**src/rtl/hyper_mvblck_todram_gen.sv**
```systemverilog
// ============================================================================
// hyper_mvblck_todram_gen : moves words from a selected LSAB section into
// BEAT-aligned MCU write requests. Optional macro: HYPER_MVBLCK_STALL_EN.
// Revision: 1.0
// ============================================================================
`default_nettype none

module hyper_mvblck_todram_gen #(
    parameter  int ADDR_W      = 12,
    parameter  int CNT_W       = 5,
    parameter  int NSECT       = 4,
    parameter  int BEAT        = 2,
    parameter  int STALL_LIMIT = 8,
    localparam int SECT_W      = (NSECT > 1) ? $clog2(NSECT) : 1
) (
    input  logic                CLK,
    input  logic                RST,
    input  logic [NSECT-1:0]    LSAB_EMPTY,
    output logic                LSAB_READ,
    output logic [SECT_W-1:0]   LSAB_SECTION,
    input  logic [ADDR_W-1:0]   START_ADDRESS,
    input  logic [CNT_W-1:0]    COUNT_REQ,
    input  logic [SECT_W-1:0]   SECTION,
    input  logic                ISSUE,
    output logic [CNT_W-1:0]    COUNT_SENT,
    output logic                WORKING,
    output logic                DONE,
    output logic [ADDR_W-1:0]   MCU_COLL_ADDRESS,
    output logic [2*BEAT-1:0]   MCU_WE_ARRAY,
    output logic                MCU_REQUEST_ACCESS
);

    localparam logic [ADDR_W-1:0] c_LOW_MASK = ADDR_W'(BEAT - 1);
    localparam logic [2*BEAT-1:0] c_TOP_SLOT = (2*BEAT)'(3) << (2*BEAT - 2);

`ifdef HYPER_MVBLCK_STALL_EN
    localparam int STALL_CW = $clog2(STALL_LIMIT + 1);
    typedef enum logic [1:0] {S_IDLE, S_RUN, S_FLUSH, S_STALL} state_t;
    logic [STALL_CW-1:0] r_stall;
`else
    typedef enum logic [1:0] {S_IDLE, S_RUN, S_FLUSH} state_t;
`endif

    state_t              r_state, w_state_nxt;
    logic [ADDR_W-1:0]   r_addr;
    logic [CNT_W-1:0]    r_len, r_cnt_req, r_count_sent;
    logic [SECT_W-1:0]   r_sect;
    logic [2*BEAT-1:0]   r_mask, r_b_we, r_out_we;
    logic [ADDR_W-1:0]   r_b_addr, r_out_addr;
    logic                r_b_vld, r_req, r_read, r_working, r_done;
    logic [1:0]          r_fl;

    logic                w_sel_empty, w_accept, w_latch, w_flush_emit, w_done, w_close;
    logic [ADDR_W-1:0]   w_slot, w_base;
    logic [2*BEAT-1:0]   w_slot_bits, w_mask_nxt;

    assign w_sel_empty = LSAB_EMPTY[r_sect];
    assign w_slot      = r_addr & c_LOW_MASK;
    assign w_base      = r_addr & ~c_LOW_MASK;
    assign w_slot_bits = c_TOP_SLOT >> {w_slot, 1'b0};
    assign w_mask_nxt  = r_mask | w_slot_bits;
    // Beat ends on its last slot, on the last word, or when the address wraps.
    assign w_close     = (w_slot == c_LOW_MASK) || (r_len == CNT_W'(1)) || (r_addr == '1);

    always_ff @(posedge CLK or posedge RST) begin
        if (RST) r_state <= S_IDLE;
        else     r_state <= w_state_nxt;
    end

    always_comb begin
        w_state_nxt  = r_state;
        w_accept     = 1'b0;
        w_latch      = 1'b0;
        w_flush_emit = 1'b0;
        w_done       = 1'b0;
        case (r_state)
            S_IDLE: begin
                if (ISSUE) begin
                    w_latch     = 1'b1;
                    w_state_nxt = (COUNT_REQ == '0) ? S_FLUSH : S_RUN;
                end
            end
            S_RUN: begin
                if (r_len == '0) begin
                    w_state_nxt = S_FLUSH;
                end else if (!w_sel_empty) begin
                    w_accept = 1'b1;
                    if (r_len == CNT_W'(1)) w_state_nxt = S_FLUSH;
                end else begin
`ifdef HYPER_MVBLCK_STALL_EN
                    w_state_nxt = S_STALL;
`else
                    w_state_nxt = S_FLUSH;
`endif
                end
            end
`ifdef HYPER_MVBLCK_STALL_EN
            S_STALL: begin
                if (!w_sel_empty) begin
                    w_accept    = 1'b1;
                    w_state_nxt = (r_len == CNT_W'(1)) ? S_FLUSH : S_RUN;
                end else if (r_stall >= STALL_CW'(STALL_LIMIT - 1)) begin
                    w_state_nxt = S_FLUSH;
                end
            end
`endif
            S_FLUSH: begin
                if (r_fl == 2'd0 && r_mask != '0) w_flush_emit = 1'b1;
                if (r_fl == 2'd2) begin
                    w_done      = 1'b1;
                    w_state_nxt = S_IDLE;
                end
            end
            default: w_state_nxt = S_IDLE;
        endcase
    end

    always_ff @(posedge CLK or posedge RST) begin
        if (RST) begin
            r_addr       <= '0;
            r_len        <= '0;
            r_cnt_req    <= '0;
            r_sect       <= '0;
            r_mask       <= '0;
            r_b_vld      <= 1'b0;
            r_b_addr     <= '0;
            r_b_we       <= '0;
            r_req        <= 1'b0;
            r_out_addr   <= '0;
            r_out_we     <= '0;
            r_read       <= 1'b0;
            r_working    <= 1'b0;
            r_done       <= 1'b0;
            r_count_sent <= '0;
            r_fl         <= 2'd0;
`ifdef HYPER_MVBLCK_STALL_EN
            r_stall      <= '0;
`endif
        end else begin
            r_read    <= w_accept;
            r_working <= (r_state != S_IDLE);
            r_done    <= w_done;
            if (w_done) r_count_sent <= r_cnt_req - r_len;

            if (w_latch) begin
                r_addr    <= START_ADDRESS;
                r_len     <= COUNT_REQ;
                r_cnt_req <= COUNT_REQ;
                r_sect    <= SECTION;
                r_mask    <= '0;
            end else if (w_accept) begin
                r_addr <= r_addr + 1'b1;
                r_len  <= r_len - 1'b1;
                r_mask <= w_close ? '0 : w_mask_nxt;
            end else if (w_flush_emit) begin
                r_mask <= '0;
            end

            // Two-stage request pipeline keeps address/WE stable under each request.
            r_b_vld <= (w_accept && w_close) || w_flush_emit;
            if ((w_accept && w_close) || w_flush_emit) begin
                r_b_addr <= w_base;
                r_b_we   <= w_accept ? w_mask_nxt : r_mask;
            end
            r_req <= r_b_vld;
            if (r_b_vld) begin
                r_out_addr <= r_b_addr;
                r_out_we   <= r_b_we;
            end

            r_fl <= (r_state == S_FLUSH) ? r_fl + 2'd1 : 2'd0;
`ifdef HYPER_MVBLCK_STALL_EN
            if (r_state == S_RUN)        r_stall <= STALL_CW'(1);
            else if (r_state == S_STALL) r_stall <= r_stall + 1'b1;
`endif
        end
    end

    assign LSAB_READ          = r_read;
    assign LSAB_SECTION       = r_sect;
    assign COUNT_SENT         = r_count_sent;
    assign WORKING            = r_working;
    assign DONE               = r_done;
    assign MCU_COLL_ADDRESS   = r_out_addr;
    assign MCU_WE_ARRAY       = r_out_we;
    assign MCU_REQUEST_ACCESS = r_req;

endmodule

`default_nettype wire

```
**config.mk**
```make
export PLATFORM = sky130hd
export DESIGN_NAME = hyper_mvblck_todram_gen
export DESIGN_NICKNAME = d
export VERILOG_FILES = /design/src/rtl/hyper_mvblck_todram_gen.sv
export SDC_FILE = /design/constraint.sdc
export NUM_CORES = 1
export LEC_CHECK = 0
export BUFFER_PORTS_ARGS = -buffer_cell sky130_fd_sc_hd__buf_2
export CAP_MARGIN = 20
export CORE_MARGIN = 1
export CORE_UTILIZATION = 45
export DETAILED_ROUTE_END_ITERATION = 16
export GPL_ROUTABILITY_DRIVEN = 0
export GPL_TIMING_DRIVEN = 0
export HOLD_SLACK_MARGIN = 0.03
export PLACE_DENSITY_LB_ADDON = 0.15
export SYNTH_ARGS = -nofsm -noshare
export SYNTH_HDL_FRONTEND = slang
export SYNTH_SLANG_ARGS = --single-unit
```
**constraint.sdc**
```tcl
create_clock -name CLK -period 2.4 [get_ports CLK]
set_input_delay 0.12 -clock CLK [delete_from_list [all_inputs] [get_ports CLK]]
set_output_delay 0.12 -clock CLK [all_outputs]
set_load 0.05 [all_outputs]
```
== Word level (Yosys, flattened, before mapping) ==
Index checks and enable logic that the tools add are counted.

* Flip-flop bits (word level): 72
* Bits of input ports: 26
* Output and inout bits: 27
* Logic and storage cells: 74

* $add $sub $neg: 4
* Order comparisons: 1
* Eq/ne operators: 8
* Shifts and indexed selects: 1
* Mux-type cells: 28
* Bitwise gates (word level): 1
* Reduce and logical (&&, ||, !) cells: 14

{| class="wikitable"
|+ Operator list
! operator !! count
|-
| 12-bit 2-to-1 mux || 2
|-
| 4-bit 2-to-1 mux || 5
|-
| 2-bit 2-to-1 mux || 7
|-
| 12-bit by 1-bit adder with 12-bit output, second input constant || 1
|-
| 12-bit == test, second input constant || 1
|-
| 5-bit logical NOT || 2
|-
| 1-bit 2-to-1 mux || 10
|-
| 5-bit 2-to-1 mux || 2
|-
| 2-bit one-hot mux with 3 select lines || 1
|-
| 5-bit by 1-bit == test with 1-bit output, second input constant || 1
|-
| 5-bit by 1-bit subtractor with 5-bit output, second input constant || 1
|-
| 5-bit subtractor || 1
|-
| 2-bit == test, second input constant || 2
|-
| 2-bit logical NOT || 2
|-
| 2-bit != test, second input constant || 2
|-
| 4-bit != test, second input constant || 1
|-
| 4-bit bitwise OR || 1
|-
| 2-bit nonzero test || 2
|-
| 4-bit nonzero test || 1
|-
| 4-bit by 2-bit right shift with 4-bit output, first input constant || 1
|-
| 1-bit logical OR || 3
|-
| 2-bit by 3-bit less-than comparator with 1-bit output, second input constant || 1
|-
| 3-bit AND reduction || 1
|-
| 3-bit nonzero test || 1
|-
| other kinds (4) || 5
|}

== Depth between registers and ports, before layout ==
* Word-level depth: 7
* Gate-level depth with buffers: 11
* Depth with buffers taken out: 8

== Worst setup path after synthesis ==
Ideal clock, no wire load.

* Kind: register -> register
* From: register r_sect[0] (netlist: LSAB_SECTION[0])
* To: register r_b_addr[7]
* Library setup time: 0.127 ns
* Arrival: 2.379 ns
* Required time: 2.273 ns
* Setup slack: -0.106 ns
* Cell stages (with the launch flop): 8
* Path buffers: 2
* Clock period less this slack: 2.506 ns
* Cell sequence: dfrtp_1 mux4_2 or3_1 buf_2 o21a_1 buf_6 inv_6 mux2_1

* Word-level cells in the longest chain between the ends: 7

{| class="wikitable"
|+ Ends and longest elaborated chain
! element !! line !! text
|-
| from (decl) || 47 || <nowiki>logic [SECT_W-1:0] r_sect;</nowiki>
|-
| from (signal assigned) || 123 || <nowiki>r_sect <= '0;</nowiki>
|-
| from (signal assigned) || 149 || <nowiki>r_sect <= SECTION;</nowiki>
|-
| 1-bit binary-select mux with 2-bit select || 57 || <nowiki>assign w_sel_empty = LSAB_EMPTY[r_sect];</nowiki>
|-
| 1-bit 2-to-1 mux (implied by the code) || 57 ||
|-
| 1-bit 2-to-1 mux || 86 || <nowiki>end else if (!w_sel_empty) begin</nowiki>
|-
| 1-bit 2-to-1 mux || 84 || <nowiki>if (r_len == '0) begin</nowiki>
|-
| 1-bit 2-to-1 mux || 76 || <nowiki>case (r_state)</nowiki>
|-
| 1-bit logical AND || 161 || <nowiki>if ((w_accept && w_close) || w_flush_emit) begin</nowiki>
|-
| 1-bit logical OR || 161 ||
|-
| to (signal assigned) || 162 || <nowiki>r_b_addr <= w_base;</nowiki>
|-
| to (decl) || 49 || <nowiki>logic [ADDR_W-1:0] r_b_addr, r_out_addr;</nowiki>
|}

No other way between the ends. The select of a mux whose other input is x is not followed.
A chain may end at the register's enable or synchronous reset.

== Worst setup path in the final report ==
* From: register r_sect[0] (netlist: LSAB_SECTION[0])
* To: register r_b_addr[6]

Same word-level chain as after synthesis.

==> results.cfg <==
[run]
drv_cap = 0

[logic_synthesis]
syn_inst = 293
synth_warnings = 0
synth_area_leaders = dfrtp_1 55%, mux2_2 5.5%, nand2_1 4.6%
avgSynthCellArea_sq_um = 11.1
ys.flop_type = dfrtp_1
yosysSeqAreaShare_pct = 55.2
yosysMostFrequentCell = dfrtp_1
ys_seq_elements = 72
yosysTopAreaCell = dfrtp_1
netlist-cell-type-count = 48
syn-cell-area_sq_mm = 0.00327
synth_top_area_share_pct = 55.2
synth_edf_count = 0
async_flop_share_pct = 100
yosys-top-cells-count = 72 x dfrtp_1, 40 x nand2_1, 19 x nor2_1, 16 x mux2_2, 15 x inv_1
synth_nets = 330

[detailed_routing]
via_per_inst = 5.05
drc = 0
wl_per_cell_um = 14.3
ant_nets = 0
drtPass1Iterations = 4
initialDrtViolationCount = 177
drt_wl_total_mm = 6.72
num_vias = 2373

[clock_tree]
cts.sinks = 72
clock_latency_ns = 0.34
cts_buffer_depth = 2
cts_root_buf = clkbuf_8
cts_tree = built
ctsHtreeMaxLevel = 3
clkSlewWorstSetupHoldPaths_ns = 0.08
numCtsBuffers = 9

[timing]
rsz0062_at_grt = no
fin_worst_skew_ns = 0.00475
worst_pin_slew_ns = 0.644
fmax_mhz = 434
final.min_clock_period_ns = 2.30
finalSetupViolCount = 0
hold_ws_ns = 0.0408
final.setup.worst_slack_ns = 0.0972
slew_headroom_pct = 57.0
drv_slew = 0
hold_viol = 0
layout_worst_path_cycle_share_pct = 96.0

[global_routing]
track_usage_pct = 19.6
grt_max_degree = 73
grt_pass1_wl_mm = 11.2
antenna_found_initial = 0
overflow = 0
grt_pass1_vias = 2354

[power]
p_leak_nw = 1.92
vdd_drop_max_mv = 0.710
powerDensity_mw_per_mm2 = 1460

[critical_path]
crit_arrival_ns = 2.53
cp.required_ns = 2.63
setup.worst_path.end_class = register
crit_type = reg2reg
cp_max_fo = 8
critPathLaunchType = register

[die]
coreArea_sq_mm = 0.00691
die_height_um = 87.2
fp-row-count = 30
die_area_sq_mm = 0.00760
boundaryPins = 53
die_w_um = 87.2
initial_core_util_pct = 47.3

[placed_design]
pre_cts_slack_ns = -0.0433
port_buffers = 51
dp_hpwl_mm = 4.70

[status]
status = finished clean

[final_layout]
antenna_cells = 0
syn_to_final_growth_pct = 23.8
drive_gt1_share_pct = 27.5
multi_input_area_sq_mm = 0.00134
regArea_sq_mm = 0.00180
fillCellCount = 632
nNetsFinal = 406

[hold_path]
hp-class = in2reg
-- registers in the layout (all words and copies together) (netlist names), 4 cells and up --
register / cells
COUNT_SENT: 5
MCU_COLL_ADDRESS: 11
MCU_WE_ARRAY: 4
r_addr: 12
r_b_addr: 11
r_b_we: 4
r_cnt_req: 5
r_len: 5
r_mask: 4
-- cells in the final DEF (no fill, tap or decap), drive strengths merged, types with 3 or more instances in the layout --
cell type / netlist / final
a21boi: 3 / 3
a21o: 3 / 3
a21oi: 8 / 8
a32oi: 3 / 3
and2: 4 / 4
buf: 6 / 58
clkbuf: 5 / 15
dfrtp: 72 / 72
dlygate4sd3: 0 / 13
ha: 10 / 10
inv: 16 / 16
mux2: 27 / 27
nand2: 40 / 40
nand3: 13 / 13
nand4: 3 / 3
nor2: 20 / 20
nor3: 7 / 7
o21ai: 17 / 17
xnor2: 5 / 5
xor2: 4 / 4
-- cell type report --
| cell class | instances | share of cell area (%) |
|---|---|---|
| sequential | 72 | 44.6 |
| inverter | 16 | 1.67 |
| tap | 96 | 2.97 |
| buffer | 11 | 1.64 |
| timing repair buffer | 65 | 10.2 |
| multi-input combinational | 194 | 33.2 |
| clock buffer | 10 | 3.40 |
| clock inverter | 6 | 2.29 |
-- stage by stage --
| step | area [sq um] | cells | setup TNS [ns] | utilization, % | total power, W |
|---|---|---|---|---|---|
| after floorplan | 3270 | 293 | 0 | - | 0.00419 |
| after global placement | 3640 | 440 | -34.11 | 52.7 | 0.00474 |
| after detailed placement | 3670 | 441 | -0.185 | 53.2 | 0.00481 |
| after CTS | 4040 | 470 | 0 | 58.5 | 0.00592 |
| after global routing | 4040 | 470 | 0 | 58.6 | 0.00629 |
| final | 4040 | 470 | 0 | 58.6 | 0.00588 |
-- final timing paths --
path / startpoint / endpoint / slack (ns) / cells past startpoint
hold reg to reg: r_b_vld$_DFF_PP0_ / MCU_REQUEST_ACCESS$_DFF_PP0_ / 0.39 / 0
max in group asynchronous: RST / LSAB_SECTION[0]$_DFFE_PP0P_ / 1.68 / 4
setup / recovery: LSAB_SECTION[0]$_DFFE_PP0P_ / r_b_addr[6]$_DFFE_PP0P_ / 0.1 / 7
hold / removal: START_ADDRESS[6] / r_addr[6]$_DFFE_PP0P_ / 0.04 / 3
min in group asynchronous: RST / COUNT_SENT[1]$_DFFE_PP0P_ / 0.41 / 4
setup reg to reg: LSAB_SECTION[0]$_DFFE_PP0P_ / r_b_addr[6]$_DFFE_PP0P_ / 0.1 / 7
-- logic make-up after synthesis --
kind of cell             count (synthesis)  synth area share [%]
AND/OR/NAND/NOR                         98                  13.9
multiplexers                            28                  10.7
adder cells (fa/ha/maj)                 11                  4.44
other                                    1                 0.115
AO/OA/AOI/OAI                           47                  9.27
XOR/XNOR                                 9                  2.41
flip-flops                              72                  55.2
buffers and inverters                   27                  4.02
-- metal layers --
layer / global-route usage, % / vias up / wire length [um]
li1: - / 1168 / -
met1: 27.0 / 1148 / 3280
met2: 30.9 / 44 / 3120
met3: 3.70 / 13 / 192
met4: 7.75 / 0 / 121
met5: 0 / - / 0
-- critical path: stages (launching register included) --
cell,delay (ns)
dfrtp_2,0.38
mux4_2,0.50
or3_1,0.38
buf_2,0.17
o21a_1,0.20
buf_6,0.15
inv_6,0.09
mux2_1,0.32
-- power by group --
part	switching (W)	internal, W	total (W)
Combinational	0.00163	0.00100	0.00263
Sequential	0.000397	0.00177	0.00216
Clock	0.000469	0.000617	0.00109
-- repair_timing --
| item | in CTS | in global routing |
|---|---|---|
| hold buffers | 13 | 0 |
| endpoints found under the hold margin | 87 | 0 |
| endpoints found under the setup margin | 5 | 1 |
| gates resized for setup | 1 | 1 |
| buffers inserted | 0 | 0 |
(Power assumes the default switching activity.)
